## src/rtl/led_sched_pkg.sv

```systemverilog
// led_sched_pkg: shared state encoding and helpers for the LED share scheduler. Rev 1.0
`default_nettype none

package led_sched_pkg;

  localparam logic [1:0] ST_IDLE = 2'd0;
  localparam logic [1:0] ST_SHOW = 2'd1;
  localparam logic [1:0] ST_GAP  = 2'd2;

  localparam int MAX_REQ = 8;

  // Ceiling log2 that never returns less than one bit, so every counter stays declarable.
  function automatic int clog2w(input int n);
    int r;
    r = 1;
    while ((1 << r) < n) r = r + 1;
    return r;
  endfunction

  function automatic int max3(input int a, input int b, input int c);
    int m;
    m = (a > b) ? a : b;
    return (m > c) ? m : c;
  endfunction

  // First set request bit at or after ptr, wrapping modulo n; returns ptr if none set.
  function automatic int rr_pick(input logic [MAX_REQ-1:0] req, input int ptr, input int n);
    int   win;
    int   idx;
    logic found;
    win   = ptr;
    found = 1'b0;
    for (int i = 0; i < MAX_REQ; i++) begin
      idx = (ptr + i) % n;
      if (!found && (i < n) && req[idx]) begin
        win   = idx;
        found = 1'b1;
      end
    end
    return win;
  endfunction

endpackage

`default_nettype wire

```

## src/rtl/tick_prescaler.sv

```systemverilog
// tick_prescaler: divides clk by DIV into a one-cycle tick, restartable via clr_i. Rev 1.0
`default_nettype none

module tick_prescaler
  import led_sched_pkg::*;
#(
  parameter int DIV = 10
) (
  input  logic clk,
  input  logic rst_n,
  input  logic clr_i,
  output logic tick_o
);

  localparam int CW = clog2w(DIV);
  localparam logic [CW-1:0] LAST = CW'(DIV - 1);

  logic [CW-1:0] cnt_q;
  logic [CW-1:0] cnt_d;

  always_comb begin
    cnt_d = cnt_q + CW'(1);
    if (clr_i || (cnt_q == LAST)) cnt_d = '0;
  end

  always_ff @(posedge clk or negedge rst_n) begin
    if (!rst_n) cnt_q <= '0;
    else        cnt_q <= cnt_d;
  end

  assign tick_o = (cnt_q == LAST);

endmodule

`default_nettype wire

```

## src/rtl/led_share_scheduler.sv

```systemverilog
// led_share_scheduler: round-robin time sharing of the LED bank with dwell, gap and blink. Rev 1.0
`default_nettype none

module led_share_scheduler
  import led_sched_pkg::*;
#(
  parameter int CLK_HZ      = 50_000_000,
  parameter int TICK_HZ     = 1_000,
  parameter int NUM_REQ     = 4,
  parameter int LED_W       = 4,
  parameter int DWELL_TICKS = 250,
  parameter int GAP_TICKS   = 10,
  parameter int BLINK_TICKS = 50
) (
  input  logic                     clk,
  input  logic                     rst_n,
  input  logic [NUM_REQ-1:0]       req_i,
  input  logic [NUM_REQ*LED_W-1:0] pattern_i,
  input  logic [NUM_REQ-1:0]       blink_i,
  output logic [NUM_REQ-1:0]       grant_o,
  output logic [LED_W-1:0]         led_o,
  output logic                     busy_o
);

  localparam int DIV = CLK_HZ / TICK_HZ;
  localparam int TW  = clog2w(max3(DWELL_TICKS, GAP_TICKS, BLINK_TICKS) + 1);
  localparam int PW  = clog2w(NUM_REQ);

  localparam logic [TW-1:0] DWELL_LAST = TW'(DWELL_TICKS - 1);
  localparam logic [TW-1:0] GAP_LAST   = TW'(GAP_TICKS - 1);
  localparam logic [TW-1:0] BLINK_LAST = TW'(BLINK_TICKS - 1);
  localparam logic [PW-1:0] REQ_LAST   = PW'(NUM_REQ - 1);

  logic [1:0]         state_q, state_d;
  logic [PW-1:0]      ptr_q, ptr_d;
  logic [PW-1:0]      gidx_q, gidx_d;
  logic [LED_W-1:0]   pat_q, pat_d;
  logic               blk_q, blk_d;
  logic               phase_q, phase_d;
  logic [TW-1:0]      tcnt_q, tcnt_d;
  logic [TW-1:0]      bcnt_q, bcnt_d;
  logic [NUM_REQ-1:0] grant_q, grant_d;
  logic [LED_W-1:0]   led_q, led_d;
  logic [PW-1:0]      win;
  logic               tick;
  logic               clr;

  tick_prescaler #(
    .DIV (DIV)
  ) u_prescaler (
    .clk    (clk),
    .rst_n  (rst_n),
    .clr_i  (clr),
    .tick_o (tick)
  );

  assign win = PW'(rr_pick(MAX_REQ'(req_i), int'(ptr_q), NUM_REQ));

  always_comb begin
    state_d = state_q;
    ptr_d   = ptr_q;
    gidx_d  = gidx_q;
    pat_d   = pat_q;
    blk_d   = blk_q;
    phase_d = phase_q;
    tcnt_d  = tcnt_q;
    bcnt_d  = bcnt_q;
    case (state_q)
      ST_IDLE: begin
        if (|req_i) begin
          state_d = ST_SHOW;
          gidx_d  = win;
          pat_d   = pattern_i[win*LED_W +: LED_W];
          blk_d   = blink_i[win];
          phase_d = 1'b1;
          tcnt_d  = '0;
          bcnt_d  = '0;
        end
      end
      ST_SHOW: begin
        if (tick) begin
          tcnt_d = tcnt_q + TW'(1);
          if (bcnt_q == BLINK_LAST) begin
            bcnt_d  = '0;
            phase_d = ~phase_q;
          end else begin
            bcnt_d = bcnt_q + TW'(1);
          end
        end
        // Dwell expiry and release landing together collapse into this single exit.
        if ((tick && (tcnt_q == DWELL_LAST)) || !req_i[gidx_q]) begin
          state_d = (GAP_TICKS == 0) ? ST_IDLE : ST_GAP;
          tcnt_d  = '0;
          ptr_d   = (gidx_q == REQ_LAST) ? '0 : gidx_q + PW'(1);
        end
      end
      ST_GAP: begin
        if (tick) begin
          if (tcnt_q == GAP_LAST) begin
            state_d = ST_IDLE;
            tcnt_d  = '0;
          end else begin
            tcnt_d = tcnt_q + TW'(1);
          end
        end
      end
      default: state_d = ST_IDLE;
    endcase

    clr     = (state_d != state_q);
    grant_d = '0;
    led_d   = '0;
    // Outputs follow the next state so grant and led switch on the same edge as the FSM.
    if (state_d == ST_SHOW) begin
      grant_d[gidx_d] = 1'b1;
      led_d           = (blk_d && !phase_d) ? '0 : pat_d;
    end
  end

  always_ff @(posedge clk or negedge rst_n) begin
    if (!rst_n) begin
      state_q <= ST_IDLE;
      ptr_q   <= '0;
      gidx_q  <= '0;
      pat_q   <= '0;
      blk_q   <= 1'b0;
      phase_q <= 1'b1;
      tcnt_q  <= '0;
      bcnt_q  <= '0;
      grant_q <= '0;
      led_q   <= '0;
    end else begin
      state_q <= state_d;
      ptr_q   <= ptr_d;
      gidx_q  <= gidx_d;
      pat_q   <= pat_d;
      blk_q   <= blk_d;
      phase_q <= phase_d;
      tcnt_q  <= tcnt_d;
      bcnt_q  <= bcnt_d;
      grant_q <= grant_d;
      led_q   <= led_d;
    end
  end

  assign grant_o = grant_q;
  assign led_o   = led_q;
  assign busy_o  = (state_q != ST_IDLE);

  a_grant_onehot: assert property (@(posedge clk) disable iff (!rst_n)
    $onehot0(grant_q));
  a_dark_when_idle: assert property (@(posedge clk) disable iff (!rst_n)
    (grant_q == '0) |-> (led_q == '0));
  a_single_grant: assert property (@(posedge clk) disable iff (!rst_n)
    ((grant_q != '0) && ($past(grant_q) != '0)) |-> (grant_q == $past(grant_q)));

endmodule

`default_nettype wire

```

## config.mk

```make
export PLATFORM = sky130hd
export DESIGN_NAME = led_share_scheduler
export DESIGN_NICKNAME = d
export VERILOG_FILES = /design/src/rtl/led_sched_pkg.sv /design/src/rtl/tick_prescaler.sv /design/src/rtl/led_share_scheduler.sv
export SDC_FILE = /design/constraint.sdc
export NUM_CORES = 1
export LEC_CHECK = 0
export CAP_MARGIN = 10
export CORE_UTILIZATION = 40
export DETAILED_ROUTE_END_ITERATION = 16
export PLACE_DENSITY = 0.6
export SYNTH_ARGS = -nofsm -noshare
export SYNTH_HDL_FRONTEND = slang
export SYNTH_SLANG_ARGS = --single-unit
```

## constraint.sdc

```tcl
create_clock -name clk -period 3.15 [get_ports clk]
set_clock_uncertainty 0.2 [all_clocks]
set_input_delay 0.315 -clock clk [delete_from_list [all_inputs] [get_ports clk]]
set_output_delay 0.315 -clock clk [all_outputs]
set_load 0.02 [all_outputs]
```

==> run metrics <==
outcome completed; ANT nets after route 0; final hold vios 0; maximum clock frequency 0.402 GHz; register area 1300 sq um; mean routed wirelength per cell 14.1 microns; Mean Syn Cell Area 9.81 sq um; nets@finish 373; Overall Power 0.00259 W; Sink Count 52; Yosys warnings 0; max-cap violations 0; Synth Instances 299; Placer Congestion 0.805; crit-path cells nor4b_2, nand4_2, a22o_1, or2_1, o31ai_1; CTS tree yes; Setup crit end kind flip-flop; post-synthesis async set-or-reset flop share 100%; first-pass GRT wire length 10,500 microns; worst-case vdd ir drop 397 uV; synthesized flop and latch total 52; Synth Net Count 335; switch share 40.7%; Combinational Power Share 47.4%; Starting Density 42.3%; post-DR vias/cell 5.33; Placed Area 3380 sq um; area of the multi-input gates 1540 sq um; Synth Cell Area 2930 sq um; Post-synth EDFFs 0; cell family with most CP delay simple AND/OR/NAND/NOR gates; CTS clk-pin slew, worst paths 100 ps; static leakage 1.47 nW; fill count 651; Longest Clk Path Bufs 2; largest net degree at the start of global routing 28; CP Class flip-flop to flip-flop; Clk Tree Root Cell clkbuf_8; GRT Overall Usage 17.3%; vias 2,315; max-slew violations 0; DRC 0; Core Area 6940 sq um; setup violators final 0; cts repair resizes 0; Remaining Overflow, GRT 0; PortBufs 34; Worst R2R Start u_prescaler.cnt_q[11]; Top FF cell, synth dfrtp_1; worst hold path class flip-flop to flip-flop; period utilization 78.9%; slowest stage cell, crit path dfrtp_1; Setup WS post-layout 665 ps; CP required 3150 ps; post-route minimum period 2490 ps; fraction of layout cells with a size suffix above 1 9.76%; CP bufs+invs 0; H-tree Lvls 2; initial antenna violation count 0; Clock Latency Late Sink 300 ps; CP arrival 2490 ps; Design Area, Final 3500 sq um; CP startpoint kind flip-flop; drt pass-1 iters 4; ant diodes 0; initial drt markers 117; CP Max Fanout 11; via count of the first global-routing pass 2,234; Clk pwr share 17.5%; Least-Margin Pin Slew 647 ps; Num CTS Buffers 5; total negative slack 0 ps; Seq/Total Area, Yosys 44.4%; min-delay src u_prescaler.cnt_q[0]; die span in y 87.6 microns; post-synthesis cell type count 62; Flop pwr share 35.1%; DRT Wirelength 6110 microns; Die Width 87.6 microns; Die Area 7680 sq um; # rows 30; switching power 0.00106 W; Rel. slew slack 56.8%; CP Launch Point u_prescaler.cnt_q[11]; count of boundary I/O pins 35; Place WS 432 ps; CP max stage delay 460 ps; Area Growth Syn to Fin 19.3%; RSZ-0062 raised after global routing false; pwr/cell area 741 nW/um^2; HPWL after DPL 4520 microns; P_int 0.00154 W
==> cells in the mapped netlist (3+ instances only) <==
cell type / number / area (sq um)
mux2_2: 5 / 56.3
xnor2_1: 8 / 70.1
o21ai_0: 14 / 70.1
xor2_1: 6 / 52.6
nand3_1: 11 / 55.1
nand2_1: 29 / 109
inv_1: 16 / 60.1
nor4_1: 3 / 18.8
and3_1: 7 / 43.8
or2_2: 3 / 18.8
a211oi_1: 5 / 37.5
nor2_1: 30 / 113
o22ai_1: 8 / 50.1
nand4_1: 6 / 37.5
dfrtp_1: 51 / 1280
nor2b_1: 6 / 37.5
clkbuf_1: 3 / 11.3
nor3_1: 6 / 30.0
mux2i_1: 6 / 60.1
and2_1: 3 / 18.8
ha_1: 10 / 125
o31ai_1: 6 / 45.0
a21oi_1: 10 / 50.1
==> metrics by stage <==
step | std cells | util [%] | hold slack [ps]
2_1_floorplan | 299 | - | -181
3_3_place_gp | 425 | 48.7 | 178
3_5_place_dp | 425 | 48.7 | 184
4_1_cts | 434 | 50.4 | 281
5_1_grt | 434 | 50.4 | 296
6_report | 434 | 50.4 | 275
==> logic make-up (layout without fill, tap and decap cells) <==
kind of cell | after synthesis | in the layout | synth area share (%)
flip-flops | 52 | 52 | 44.4
XOR/XNOR | 14 | 14 | 4.18
buffers and inverters | 22 | 61 | 3.16
adder cells (fa/ha/maj) | 10 | 10 | 4.26
multiplexers | 12 | 12 | 4.73
AND/OR/NAND/NOR | 121 | 121 | 22.6
AO/OA/AOI/OAI | 68 | 68 | 16.7
==> area by class of cell <==
cell class                 instances  share of cell area, %
clock inverter                     1                  0.858
tap                               96                   3.43
inverter                          16                   1.72
timing repair buffer              37                   10.7
clock buffer                       7                   2.18
sequential                        52                   37.2
multi-input combinational        225                   44.0
==> cells in the final DEF (no fill, tap or decap), types with 2 or more instances in the layout <==
master / count
a211oi_1: 5
a22oi_1: 2
xnor2_1: 8
o211ai_1: 2
mux2i_1: 6
a21oi_1: 10
xor2_1: 6
inv_1: 16
o21ai_0: 14
o31ai_1: 6
nand2_1: 29
and2_1: 3
dfrtp_1: 51
ha_1: 10
clkdlybuf4s50_1: 33
nor3_1: 6
mux2_2: 5
nor2_1: 30
or2_2: 3
a32oi_1: 2
nand4_1: 6
o211a_1: 2
and3_1: 7
nor4_1: 3
o21a_1: 2
or3_1: 2
nor2b_1: 6
o22ai_1: 8
clkbuf_8: 5
clkbuf_1: 2
nand3_1: 11
nand2b_1: 2
==> state kept, by name, indices dropped and copies added (netlist names) <==
signal / count
bcnt_q: 8
blk_q: 1
gidx_q: 2
grant_o: 4
led_o: 4
pat_q: 4
phase_q: 1
ptr_q: 2
state_q: 2
tcnt_q: 8
u_prescaler.cnt_q: 16
==> layer usage <==
layer	vias up	wire length [microns]	GRT usage, %	share of wire [%]
met1	1130	3020	23.8	49
li1	1157	-	-	-
met3	4	129	3.20	2.1
met4	0	44	4.47	0.72
met2	24	2920	28.2	48
met5	-	0	0	0
==> power by group through the flow <==
stage / combinational [W] / clock (W) / sequential (W)
after floorplan: 0.000859 / 0 / 0.000943
after global placement: 0.00123 / 0 / 0.000921
after detailed placement: 0.00124 / 0 / 0.000926
after CTS: 0.00125 / 0.000466 / 0.000913
after global routing: 0.00138 / 0.000496 / 0.000930
final: 0.00123 / 0.000453 / 0.000911
==> final timing paths <==
kind | slack [ps] | endpoint | cells after the start
max | 660 | bcnt_q[7] | 5
min | 270 | u_prescaler.cnt_q[0] | 1
max reg2reg | 660 | bcnt_q[7] | 5
min reg2reg | 270 | u_prescaler.cnt_q[0] | 1
max in group asynchronous | 1740 | phase_q | 3
min in group asynchronous | 360 | u_prescaler.cnt_q[7] | 2
==> worst register-to-register path, stage by stage, from the launching register on <==
cell	delay (ps)
dfrtp_1	460
nor4b_2	420
nand4_2	290
a22o_1	430
or2_1	310
o31ai_1	280
==> what timing repair did <==
| item | in CTS | in global routing |
|---|---|---|
| endpoints found under the setup margin | 0 | 0 |
| hold buffers | 1 | 0 |
| endpoints found under the hold margin | 26 | 0 |
| buffers inserted | 0 | 0 |
No activity file was read; power rests on OpenSTA's default activity.
